File: src/rtl/arb_pkg.sv
// Shared types and constants for the 8-requester arbiter/scheduler.
package arb_pkg;

    // Arbiter FSM: waiting for a request, or holding a grant
    typedef enum logic {
        IDLE = 1'b0,
        BUSY = 1'b1
    } state_t;

    localparam int NREQ = 8;
    localparam int IDW  = 3;

    // Round-robin pointer after reset: requester 7 is highest priority,
    // which makes the first round-robin grant match fixed priority
    localparam logic [IDW-1:0] ROT_INIT = 3'd7;

endpackage

File: src/rtl/prio_enc8.sv
// 8-to-3 priority encoder: the highest set bit wins, idx=0 when nothing is set.
module prio_enc8
    import arb_pkg::*;
(
    input  logic [NREQ-1:0] in,
    output logic [IDW-1:0]  idx,
    output logic            any
);

    // Upward scan so the last (highest) set bit overrides lower ones
    always_comb begin
        idx = '0;
        for (int i = 0; i < NREQ; i++) begin
            if (in[i]) begin
                idx = IDW'(i);
            end
        end
        any = |in;
    end

endmodule

File: src/rtl/arb8_sched.sv
// 8-requester arbiter with fixed-priority or round-robin selection, one-hot
// registered grant held until release, and a hold-time watchdog.
module arb8_sched
    import arb_pkg::*;
#(
    parameter int unsigned MAX_HOLD = 16,
    parameter int unsigned CNT_W    = 5
) (
    input  logic            clk,
    input  logic            rst_n,
    input  logic            en,
    input  logic            rr_en,
    input  logic [NREQ-1:0] req,
    input  logic            done,
    output logic [NREQ-1:0] gnt,
    output logic [IDW-1:0]  gnt_id,
    output logic            gnt_valid,
    output logic            timeout
);

    // Last hold_cnt value before the watchdog forces a release
    localparam logic [CNT_W-1:0] HOLD_LAST =
        CNT_W'((MAX_HOLD == 0) ? 0 : (MAX_HOLD - 1));

    state_t           state_reg;
    logic [IDW-1:0]   ptr_reg;
    logic [CNT_W-1:0] hold_cnt_reg;
    logic [NREQ-1:0]  gnt_reg;
    logic [IDW-1:0]   gnt_id_reg;
    logic             gnt_valid_reg;
    logic             timeout_reg;

    // Fixed priority is round-robin with the pointer pinned at 7, so one
    // encoder behind the rotate/un-rotate wrapper serves both modes
    logic [IDW-1:0]  eff_ptr;
    logic [NREQ-1:0] req_rot;
    logic [IDW-1:0]  rot_idx;
    logic            rot_any;
    logic [IDW-1:0]  win_id;
    logic            wd_hit;
    logic            release_now;

    assign eff_ptr = rr_en ? ptr_reg : ROT_INIT;

    // Rotate so that req[eff_ptr] lands on bit 7 (highest priority),
    // req[eff_ptr-1] on bit 6, and so on with 3-bit wrap
    generate
        for (genvar gi = 0; gi < NREQ; gi++) begin : g_rot
            logic [IDW-1:0] src_id;
            assign src_id      = eff_ptr + IDW'(gi + 1);
            assign req_rot[gi] = req[src_id];
        end
    endgenerate

    prio_enc8 u_enc (
        .in  (req_rot),
        .idx (rot_idx),
        .any (rot_any)
    );

    // Un-rotate the encoded position back to a requester index
    assign win_id = rot_idx + eff_ptr + 3'd1;

    assign wd_hit      = (MAX_HOLD != 0) && (hold_cnt_reg == HOLD_LAST);
    assign release_now = done || !req[gnt_id_reg] || wd_hit;

    // Arbitration FSM with all outputs registered; done takes precedence
    // over the watchdog so a normal release never reports a timeout
    always_ff @(posedge clk or negedge rst_n) begin
        if (!rst_n) begin
            state_reg     <= IDLE;
            ptr_reg       <= ROT_INIT;
            hold_cnt_reg  <= '0;
            gnt_reg       <= '0;
            gnt_id_reg    <= '0;
            gnt_valid_reg <= 1'b0;
            timeout_reg   <= 1'b0;
        end else begin
            case (state_reg)
                IDLE: begin
                    timeout_reg  <= 1'b0;
                    hold_cnt_reg <= '0;
                    if (en && rot_any) begin
                        gnt_reg       <= 8'd1 << win_id;
                        gnt_id_reg    <= win_id;
                        gnt_valid_reg <= 1'b1;
                        state_reg     <= BUSY;
                        if (rr_en) begin
                            ptr_reg <= win_id - 3'd1;
                        end
                    end
                end
                BUSY: begin
                    if (release_now) begin
                        gnt_reg       <= '0;
                        gnt_valid_reg <= 1'b0;
                        hold_cnt_reg  <= '0;
                        timeout_reg   <= wd_hit && !done;
                        state_reg     <= IDLE;
                    end else begin
                        hold_cnt_reg <= hold_cnt_reg + 1'b1;
                        timeout_reg  <= 1'b0;
                    end
                end
                default: begin
                    state_reg <= IDLE;
                end
            endcase
        end
    end

    assign gnt       = gnt_reg;
    assign gnt_id    = gnt_id_reg;
    assign gnt_valid = gnt_valid_reg;
    assign timeout   = timeout_reg;

endmodule

File: config.mk
export PLATFORM = sky130hd
export DESIGN_NAME = arb8_sched
export DESIGN_NICKNAME = d
export VERILOG_FILES = /design/src/rtl/arb_pkg.sv /design/src/rtl/prio_enc8.sv /design/src/rtl/arb8_sched.sv
export SDC_FILE = /design/constraint.sdc
export NUM_CORES = 1
export LEC_CHECK = 0
export CORE_MARGIN = 2
export CORE_UTILIZATION = 47
export CTS_BUF_LIST = sky130_fd_sc_hd__clkbuf_16
export CTS_CLUSTER_SIZE = 10
export DETAILED_ROUTE_END_ITERATION = 6
export GPL_TIMING_DRIVEN = 0
export PLACE_DENSITY = 0.78
export REMOVE_ABC_BUFFERS = 1
export SETUP_SLACK_MARGIN = 0.3
export SYNTH_ARGS = -nofsm -noshare
export SYNTH_HDL_FRONTEND = slang
export SYNTH_HIERARCHICAL = 1
export SYNTH_SLANG_ARGS = --single-unit
File: constraint.sdc
create_clock -name clk -period 3.3 [get_ports clk]
set_input_delay 0.66 -clock clk [delete_from_list [all_inputs] [get_ports clk]]
set_output_delay 0.66 -clock clk [all_outputs]
set_load 0.02 [all_outputs]
# ---- Word-level counts from Yosys, hierarchy flattened
# Index checks and enable logic that the tools add are counted.
# W data, S select, Z words.
dict set report classes {
  add_sub_neg 11
  n_lt_le_gt_ge 9
  n_eq_ne 3
  shift 1
  muxes 39
  n_bitwise 1
  n_reduce_logical 10
}
# cell count
set op_table {}
lappend op_table {{$lt A3 B4 Y1 const B} 9}
lappend op_table {{$bmux W1 S3} 9}
lappend op_table {{$mux W8} 2}
lappend op_table {{$pmux W8 S2} 1}
lappend op_table {{$mux W1} 15}
lappend op_table {{$mux W3} 5}
lappend op_table {{$add A3 B3 Y3 const B} 4}
lappend op_table {{$pmux W5 S2} 1}
lappend op_table {{$reduce_or A8 Y1} 1}
lappend op_table {{$shl A1 B3 Y8 const A} 1}
lappend op_table {{$add A3 B1 Y3 const B} 2}
lappend op_table {{$add A3 B2 Y3 const B} 2}
lappend op_table {{$pmux W1 S2} 3}
lappend op_table {{$add A5 B1 Y5 const B} 1}
lappend op_table {{$eq A5 B4 Y1 const B} 1}
lappend op_table {{$mux W5} 1}
lappend op_table {{$mux W2} 2}
lappend op_table {{$reduce_and A2 Y1} 2}
lappend op_table {{$add A3 B3 Y3} 1}
lappend op_table {{$reduce_and A3 Y1} 1}
lappend op_table {{$sub A3 B1 Y3 const B} 1}
lappend op_table {{$logic_and A1 B1 Y1} 2}
lappend op_table {{$logic_not A1 Y1} 2}
lappend op_table {{$logic_or A1 B1 Y1} 2}
lappend op_table {{3 further kinds} 3}
dict set report word_totals {
  reg_bits 22
  output_inout_bits 13
  wordCells 81
}

# ---- Longest topological paths before layout
# Gate-level depths: netlist of the first run.
dict set report logic_depth {
  word_depth 16
  mapped_depth 17
  ltp_nobuf 15
}

# ---- By module
# The synthesis of the first run kept the hierarchy.
# mod n_inst cells_per_inst area_each_um2
set modules_own_cells {}
lappend modules_own_cells {arb8_sched 1 141 1451.4}
lappend modules_own_cells {prio_enc8 1 12 66.3}

# ---- Worst setup path before layout of the first run
# Ideal clock, no wire load.
dict set report synth_path {
  path_type {input to register}
  start {input port rr_en}
  end {register gnt_reg[2], in the netlist gnt[2]}
  setup_ps 125
  t_arrival_ps 3725
  t_required_ps 3175
  path_slack_ps -550
  path_stages 14
  n_path_buf 1
  path_cell_list {nor2b_1 buf_2 clkinv_1 ha_1 xnor2_1 mux2_2 o31ai_2 inv_1 ha_1 fa_1 xor2_1 xnor2_4 and3_1 mux2_4}
}
dict set report synth_via {
  word_cells_on_any_way 40
  cone_classes {9 x add/sub; 1 x eq/ne; 1 x shift; 26 x mux; 3 x reduce/logical}
}
# item line
set synth_rtl {}
lappend synth_rtl {{start: declaration} arb8_sched.sv:12} ;# input logic rr_en,
lappend synth_rtl {{$mux W3} arb8_sched.sv:43} ;# assign eff_ptr = rr_en ? ptr_reg : ROT_INIT;
lappend synth_rtl {{$add A3 B3 Y3} arb8_sched.sv:50} ;# assign src_id = eff_ptr + IDW'(gi + 1);
lappend synth_rtl {{$bmux W1 S3} arb8_sched.sv:51} ;# assign req_rot[gi] = req[src_id];
lappend synth_rtl {{$mux W1 (implied by the code)} arb8_sched.sv:51}
lappend synth_rtl {{via req_rot[4]} arb8_sched.sv:36} ;# logic [NREQ-1:0] req_rot;
lappend synth_rtl {{$mux W3 (4 in series)} prio_enc8.sv:14} ;# if (in[i]) begin
lappend synth_rtl {{via rot_idx[0]} arb8_sched.sv:37} ;# logic [IDW-1:0] rot_idx;
lappend synth_rtl {{$add A3 B3 Y3} arb8_sched.sv:62} ;# assign win_id = rot_idx + eff_ptr + 3'd1;
lappend synth_rtl {{$add A3 B1 Y3} arb8_sched.sv:62}
lappend synth_rtl {{$shl A1 B3 Y8} arb8_sched.sv:84} ;# gnt_reg <= 8'd1 << win_id;
lappend synth_rtl {{$mux W8} arb8_sched.sv:83} ;# if (en && rot_any) begin
lappend synth_rtl {{$pmux W8 S2} arb8_sched.sv:79} ;# case (state_reg)
lappend synth_rtl {{end signal: assignment} arb8_sched.sv:84}
lappend synth_rtl {{end: declaration} arb8_sched.sv:28} ;# logic [NREQ-1:0] gnt_reg;
# The timed path passes the listed nets, and every way through them passes these cells. The select of a mux whose other input is x is not followed.
# A chain may end at the register's enable or synchronous reset.

# ---- Worst setup path after layout of the first run
# Same ends and word-level chain as after synthesis.

==> results.txt, run 1 <==
outcome: finished, violations left
failing checks: negative setup slack
Clock Sink Count: 22
post-synthesis register bit count: 22
vias in the first global route: 1,371
DPL Wire Length: 2420 µm
Overflow after GRT: 0
H-tree levels: 1
share of post-route cells with drive strength above 1: 0.349
TritonRoute pass-1 iters: 4
r2r startpoint: ptr_reg[1]
CP arrival: 3490 ps
GPL Wtd Cong: 0.751
XOR/XNOR Fraction of Synth Area: 0.0643
main combinational cell family by area after synthesis: multiplexers
first-pass GRT wire length: 6020 µm
number of remaining DRC errors: 0
Final Util: 0.723
Req. time, crit path: 3440 ps
post-DR vias/cell: 5.34
multiplexer area fraction after synthesis: 0.222
IO Count: 26
Cells after Synth: 153
Avg Inst Size Synth: 9.92 µm²
Max Freq: 299 MHz
pwr dens: 1020 nW/µm²
wire per inst: 16.3 µm
Die Wd: 60.8 µm
Starting Density: 0.497
drt total wl: 3840 µm
Core ar.: 3050 µm²
final hold vios: 0
Post-synth ARST share: 1.00
Final Cycle Share: 1.02
fraction of the mapped netlist area in adder cells: 0.0544
worst min path class: flip-flop to flip-flop
Final #Nets: 212
die area: 3700 µm²
synth warn: 6
number of synthesized flops with an enable pin: 0
synthesized area: 1520 µm²
compound-gate portion of the synthesized area: 0.0932
RSZ-0062 raised after global routing: yes
Seq/Total Area, Yosys: 0.365
Clock Tree Buf Depth: 2
ANT nets after route: 0
max reg flops: 8
Worst Setup SP: rr_en
Synth Area in Simple Gates: 0.140
Worst slew margin: 0.347
Layout area overhead: 45.3%
top_reg_cell synth: dfrtp_1
Critical Path Sink Type: flip-flop
Setup WS pre-CTS: -1900 ps
worst-margin pin slew: 976 ps
num rows: 20
worst vdd ir: 538 µV
area of the multi-input gates: 1030 µm²
Reg clk slew, reported paths: 60 ps
DR vias: 1,261
Worst Hold Launch: hold_cnt_reg[0]
DRT iter0 DRCs: 47
post-cts hold buffer count: 0
filler cell count: 228
largest net degree at the start of global routing: 23
Lkg Pwr: 0.000983 µW
MaxCap Viol Count: 0
post-synthesis cell type count: 42
register cell area after layout: 554 µm²
Crit Path Class: input port to flip-flop
cts bufs inserted: 3
Die Span Y: 60.8 µm
Clock Skews: 1.93 ps
CTS root buf: clkbuf_16
final setup violation count: 3
initial antenna violation count: 0
min Tclk post-route: 3350 ps
CP Max Fanout: 5
port buffer count: 25
Pwr Total: 2250 µW
CTS tree: yes
setup TNS: -86.3 ps
GRT Total Usage: 0.221
worst setup margin: -49.8 ps
Worst-Skew Late Latency: 250 ps
Critical Path Start Type: input port
Max Slew Vio Count: 0
antenna cells: 0
## path summary, 6_finish.rpt
path | depth (start not counted) | slack [ps] | end
worst min-delay path | 1 | 490 | hold_cnt_reg[0]
min in group asynchronous | 1 | 950 | hold_cnt_reg[1]
worst min register to register | 1 | 490 | hold_cnt_reg[0]
worst max-delay path | 14 | -50 | gnt[2]
worst max register to register | 14 | 0 | gnt[2]
max in group asynchronous | 1 | 1760 | gnt_id[2]
## worst max-delay path: stages
cell and delay (ps):
buf_8 90, nor2b_4 220, clkinv_4 90, ha_2 200, xnor2_2 200, mux2_4 340
buf_4 150, o31ai_2 240, inv_1 90, fa_2 430, xor2_4 180, xnor2_4 160
and3_4 170, mux2_4 240
## Yosys cell counts (2+ instances only)
library cell | instances | area, µm²
inv_1 | 14 | 52.6
dfstp_2 | 3 | 78.8
nor2_1 | 14 | 52.6
dfrtp_1 | 19 | 475
clkbuf_1 | 2 | 7.51
xnor2_1 | 4 | 35.0
mux2i_1 | 19 | 190
mux2_2 | 9 | 101
nor2b_1 | 2 | 12.5
nand3_1 | 3 | 15.0
a21oi_1 | 2 | 10.0
ha_1 | 5 | 62.6
mux2_4 | 3 | 45.0
nand2_1 | 12 | 45.0
and3_1 | 2 | 12.5
buf_2 | 2 | 10.0
nand2b_1 | 2 | 12.5
xor2_1 | 4 | 35.0
o21ai_0 | 9 | 45.0
## report_power, final
group	internal (µW)	total [µW]	leakage [µW]	switching [µW]
Combinational	747	1450	0.000647	701
Sequential	369	459	0.000285	90.6
Clock	241	338	0.0000511	96.9
Total	1360	2250	0.000983	889
## cell families (layout without fill, tap and decap cells)
family | count (synthesis) | after routing
buffers and inverters | 22 | 61
adders and majority gates | 6 | 6
xor gates and xnor gates | 9 | 9
muxes | 31 | 31
DFF | 22 | 22
and+or+nand+nor | 43 | 43
AOI/OAI and AO/OA | 20 | 20
## placed cells by master, fill, tap and decap left out, types with 2 or more instances in the layout
master	netlist	layout
mux2i_1	19	15
a21oi_2	1	2
ha_1	5	2
dfrtp_1	19	19
o21ai_0	9	5
o21ai_1	0	3
nand3_1	3	3
nor2_1	14	13
buf_6	1	3
buf_4	0	12
xor2_1	4	3
xnor2_2	0	3
nand2_1	12	11
ha_2	0	2
mux2_4	3	5
dfstp_2	3	3
o31ai_2	1	2
clkdlybuf4s50_1	0	24
mux2_2	9	7
nor2b_4	0	2
inv_2	1	3
mux2i_2	0	3
inv_1	14	12
clkbuf_16	0	3
## per-stage QoR
| stage | instances | hold WS, ps | area (µm²) |
|---|---|---|---|
| after floorplan | 147 | 364 | 1490 |
| final | 236 | 488 | 2210 |
| after CTS | 230 | 484 | 2110 |
| after global routing | 236 | 513 | 2210 |
| after global placement | 216 | 446 | 1790 |
| after detailed placement | 216 | 455 | 1790 |
## metal layers
metal,vias up,global-route usage,part of all wire
li1,596,-,-
met1,622,0.271,0.43
met2,36,0.401,0.53
met3,7,0.0362,0.034
met4,0,0.0590,0.013
met5,-,0,0
## cell type report
class,instances,share of cell area
clock buffers,3,0.0340
clock inverters,1,0.0136
flip-flops and latches,22,0.251
multi-input cells,109,0.466
well taps,44,0.0250
inverters,16,0.0295
repair buffers,41,0.181
## what timing repair did
item	4_1_cts	5_1_grt
endpoints found under the setup margin	16	15
pin swaps	8	5
setup buffers	10	6
endpoints found under the hold margin	0	0
gates cloned	0	0
resized for setup	36	12
Power figures use the tool's default switching activity.
==> inputs of run 2 (changes only) <==
--- a/config.mk
+++ b/config.mk
@@ -12,8 +12,6 @@
 export DETAILED_ROUTE_END_ITERATION = 6
 export GPL_TIMING_DRIVEN = 0
 export PLACE_DENSITY = 0.78
-export REMOVE_ABC_BUFFERS = 1
-export SETUP_SLACK_MARGIN = 0.3
 export SYNTH_ARGS = -nofsm -noshare
 export SYNTH_HDL_FRONTEND = slang
 export SYNTH_HIERARCHICAL = 1
==> results.txt, run 2 (synthesis gave the netlist of run 1 again) <==
post-cts hold buffer count: 0
failing checks: negative setup slack
delay-heaviest family, CP: adder cells
Req. time, crit path: 3440 ps
vias in the first global route: 1,318
Clock Sink Count: 22
RSZ-0062 raised after global routing: yes
wire per inst: 15.0 µm
GRT Total Usage: 0.213
Hold Slack: 477 ps
commonest non-fill, non-tap cell in the layout: dfrtp_1
Slowest-stage cell, CP: fa_2
outcome: finished, violations left
initial antenna violation count: 0
Worst slew margin: 0.336
IO Count: 26
Die Wd: 60.8 µm
Worst-Skew Late Latency: 260 ps
Starting Density: 0.497
CP cell instances: buf_8, nor2b_4, buf_12, ha_4, mux2i_2, mux2_4, inv_2, a21oi_2, o31ai_2, inv_1, ha_2, fa_2, xor2_4, xnor2_4, and3_1, mux2_4
Clock Skews: 3.60 ps
Max Freq: 296 MHz
pwr dens: 975 nW/µm²
area of the multi-input gates: 1030 µm²
port buffer count: 25
Die Span Y: 60.8 µm
max reg flops: 8
worst min path class: flip-flop to flip-flop
DPL Wire Length: 2430 µm
Core ar.: 3050 µm²
Critical Path Sink Type: flip-flop
worst setup margin: -73.0 ps
GPL Wtd Cong: 0.773
Final Cycle Share: 1.02
filler cell count: 235
worst vdd ir: 726 µV
WHS Path Cells: 1
Overflow after GRT: 0
DR vias: 1,196
ANT nets after route: 0
CP arrival: 3510 ps
min Tclk post-route: 3370 ps
CTS root buf: clkbuf_16
CP Max Fanout: 8
antenna cells: 0
Reg clk slew, reported paths: 60 ps
CP max stage delay: 370 ps
Max Slew Vio Count: 0
Critical Path Start Type: input port
Clock Tree Buf Depth: 2
MaxCap Viol Count: 0
commonest non-fill, non-tap cells in the layout: dfrtp_1, clkdlybuf4s50_1, mux2i_1, nor2_1
Crit Path Class: input port to flip-flop
Worst Reg2Reg Path Length in Cells: 15
die area: 3700 µm²
Mapped Nets: 172
Pwr Total: 2150 µW
number of remaining DRC errors: 0
r2r startpoint: ptr_reg[1]
largest net degree at the start of global routing: 23
Layout area overhead: 45.3%
Worst Setup SP: rr_en
final setup violation count: 4
DRT iter0 DRCs: 34
drt total wl: 3540 µm
worst-margin pin slew: 992 ps
register cell area after layout: 554 µm²
post-DR vias/cell: 5.07
H-tree levels: 1
Worst Hold Launch: hold_cnt_reg[0]
CTS tree: yes
Hold Path End: hold_cnt_reg[0]
setup TNS: -134 ps
Final #Nets: 212
RR Endpoint: gnt[2]
final hold vios: 0
cts bufs inserted: 3
Lkg Pwr: 0.00102 µW
TritonRoute pass-1 iters: 4
CP dominant cell by count: mux2_4
first-pass GRT wire length: 5890 µm
r2r setup slk: -60 ps
num rows: 20
WP buf/inv: 4
share of post-route cells with drive strength above 1: 0.318
Final Util: 0.723
run 2: changes by cell type in the layout (fill, tap and decap cells not counted), sizes merged:
cell / previous run / this run
clkdlybuf4s50: 24 / 16
clkbuf: 3 / 4
buf: 17 / 16
dlygate4sd2: 0 / 4
dlymetal6s2s: 0 / 4
run 2: through the flow:
stage	setup WS, ps	cells	instance area, µm²
after CTS	-60.9	236	2140
after floorplan	-174	153	1610
final	-73.0	236	2210
after detailed placement	-994	222	1920
after global placement	-950	222	1920
after global routing	-157	236	2210
run 2: worst max path at each step:
stage | to | slack [ps] | cells past startpoint
after floorplan | gnt[2] | -170 | 16
after global placement | gnt[6] | -950 | 17
after detailed placement | gnt[6] | -990 | 17
after CTS | gnt[2] | -60 | 16
after global routing | gnt[2] | -160 | 16
final | gnt[2] | -70 | 16
run 2: layout make-up:
type | instances | area share
buffer | 4 | 0.0182
clock buffer | 3 | 0.0340
clock inverter | 1 | 0.0136
inverter | 16 | 0.0306
multi-input combinational | 109 | 0.467
sequential | 22 | 0.251
tap | 44 | 0.0250
timing repair buffer | 37 | 0.161
run 2: routing by layer:
metal	vias up	part of all wire	track usage	wire, µm
met5	-	0	0	0
met4	0	0.0093	0.0280	33
met3	4	0.030	0.0448	107
met2	26	0.51	0.370	1800
met1	569	0.45	0.282	1600
li1	597	-	-	-
run 2: what timing repair did:
item | 4_1_cts | 5_1_grt
pin swaps | 7 | 0
resized for setup | 21 | 14
endpoints found under the setup margin | 14 | 9
hold endpoints to repair | 0 | 0
setup buffers | 12 | 0
run 2: power by group:
group | internal, µW | leakage, µW | switching [µW]
Clock | 241 | 0.0000511 | 99.0
Sequential | 369 | 0.000285 | 72.4
Combinational | 702 | 0.000686 | 668
Total | 1310 | 0.00102 | 840
==> inputs of run 3 (changes only) <==
==> constraint.sdc (replaced) <==
create_clock -name clk -period 3.3 [get_ports clk]
set_input_delay 0.33 -clock clk [delete_from_list [all_inputs] [get_ports clk]]
set_output_delay 0.33 -clock clk [all_outputs]
set_load 0.02 [all_outputs]
==> results.txt, run 3 (synthesis gave the netlist of run 1 again) <==
H-tree levels: 1
Critical Path Sink Type: flip-flop
Core ar.: 3050 µm²
Final Cycle Share: 1.02
CTS root buf: clkbuf_16
cts bufs inserted: 3
Starting Density: 0.497
failing checks: negative setup slack
wire per inst: 14.8 µm
Crit Path Class: flip-flop to flip-flop
register cell area after layout: 554 µm²
number of remaining DRC errors: 0
worst min path class: flip-flop to flip-flop
outcome: finished, violations left
Internal: 1320 µW
Clock Sink Count: 22
Max Slew Vio Count: 0
RR Endpoint: gnt[2]
antenna cells: 0
WL met3: 130 µm
filler cell count: 242
CP max stage delay: 400 ps
CP arrival: 3500 ps
max reg flops: 8
worst setup margin: -56.9 ps
Overflow after GRT: 0
port buffer count: 25
commonest non-fill, non-tap cells in the layout: clkdlybuf4s50_1, dfrtp_1, mux2i_1
Worst Hold Launch: hold_cnt_reg[0]
WHS Path Cells: 1
Die Span Y: 60.8 µm
CP cell instances: nor2b_1, buf_4, clkinv_4, ha_1, xnor2_2, mux2_4, o31ai_2, inv_1, ha_2, fa_2, xor2_4, xnor2_4, and3_4, mux2_4
share of post-route cells with drive strength above 1: 0.309
worst-margin pin slew: 965 ps
GPL Wtd Cong: 0.749
Top Metal Used: met4
ANT nets after route: 0
Slowest-stage cell, CP: fa_2
DR vias: 1,246
Clock power frac: 0.156
GRT Total Usage: 0.216
Worst-Skew Late Latency: 250 ps
final hold vios: 0
area of the multi-input gates: 996 µm²
WP buf/inv: 3
min Tclk post-route: 3360 ps
CP Max Fanout: 6
die area: 3700 µm²
vias in the first global route: 1,330
post-DR vias/cell: 5.30
DRT iter0 DRCs: 33
DPL Wire Length: 2450 µm
Hold Path End: hold_cnt_reg[0]
final setup violation count: 3
initial antenna violation count: 0
met2 wire len: 1740 µm
commonest non-fill, non-tap cell in the layout: clkdlybuf4s50_1
IO Count: 26
post-cts hold buffer count: 0
Max Freq: 298 MHz
Metal-1 WL: 1510 µm
Reg clk slew, reported paths: 60 ps
CTS tree: yes
Layout area overhead: 41.3%
drt total wl: 3470 µm
worst vdd ir: 618 µV
Worst slew margin: 0.355
TritonRoute pass-1 iters: 4
Clock Tree Buf Depth: 2
placed inst area: 1890 µm²
Critical Path Start Type: flip-flop
r2r startpoint: ptr_reg[0]
Switching Fraction: 0.388
Clock Skews: 2.28 ps
first-pass GRT wire length: 5860 µm
Lkg Pwr: 0.000960 µW
RSZ-0062 raised after global routing: yes
Die Wd: 60.8 µm
Pwr Total: 2160 µW
P_sw: 837 µW
Comb power frac: 0.641
Req. time, crit path: 3440 ps
Seq pwr share: 0.203
MaxCap Viol Count: 0
cell area after layout: 2140 µm²
Mapped Nets: 172
Final #Nets: 211
largest net degree at the start of global routing: 23
CP dominant cell by count: mux2_4
delay-heaviest family, CP: adder cells
num rows: 20
pwr dens: 1010 nW/µm²
Worst Reg2Reg Path Length in Cells: 14
r2r setup slk: -60 ps
-- run 3: area by class of cell --
cell class	instances	share of cell area
Sequential cell	22	0.258
Tap cell	44	0.0257
Clock inverter	1	0.0140
Multi-Input combinational cell	109	0.464
Clock buffer	3	0.0350
Timing Repair Buffer	36	0.158
Inverter	16	0.0315
Buffer	4	0.0128
-- run 3: how the worst max path moves through the flow --
stage / start / slack, ps / cells after the start / end
floorplan: ptr_reg[0] / 8 / 14 / gnt[2]
detailed placement: rr_en / -900 / 15 / gnt[6]
global placement: rr_en / -830 / 15 / gnt[6]
CTS: ptr_reg[0] / -30 / 16 / gnt[2]
global route: ptr_reg[0] / -190 / 14 / gnt[6]
finish: ptr_reg[0] / -60 / 14 / gnt[2]
-- run 3: power by group through the flow --
stage          combinational [µW]  clock, µW  sequential [µW]
2_1_floorplan                 775          0              494
3_3_place_gp                 1080          0              434
3_5_place_dp                 1110          0              438
4_1_cts                      1300        342              437
5_1_grt                      1490        350              451
6_report                     1380        335              438
-- run 3: through the flow --
step | hold slack, ps | setup slack (ps) | cells | util | TNS [ps]
6_report | 465 | -56.9 | 235 | 0.702 | -88.0
4_1_cts | 471 | -30.0 | 234 | 0.692 | -30.0
3_3_place_gp | 445 | -827 | 222 | 0.618 | -7850
5_1_grt | 514 | -194 | 235 | 0.702 | -1690
3_5_place_dp | 463 | -902 | 222 | 0.618 | -9260
2_1_floorplan | 34.4 | 7.76 | 153 | - | 0
-- run 3: routing by layer --
layer	GRT usage	vias to the layer above
met3	0.0277	11
met2	0.376	31
met4	0.0870	0
li1	-	592
met5	0	-
met1	0.272	612
-- run 3: what timing repair did --
action                                  CTS  global route
buffers inserted                         10             1
pin swaps                                 7             9
endpoints found under the setup margin   13             9
cloned                                    0             0
hold endpoints to repair                  0             0
resized for setup                        16             9
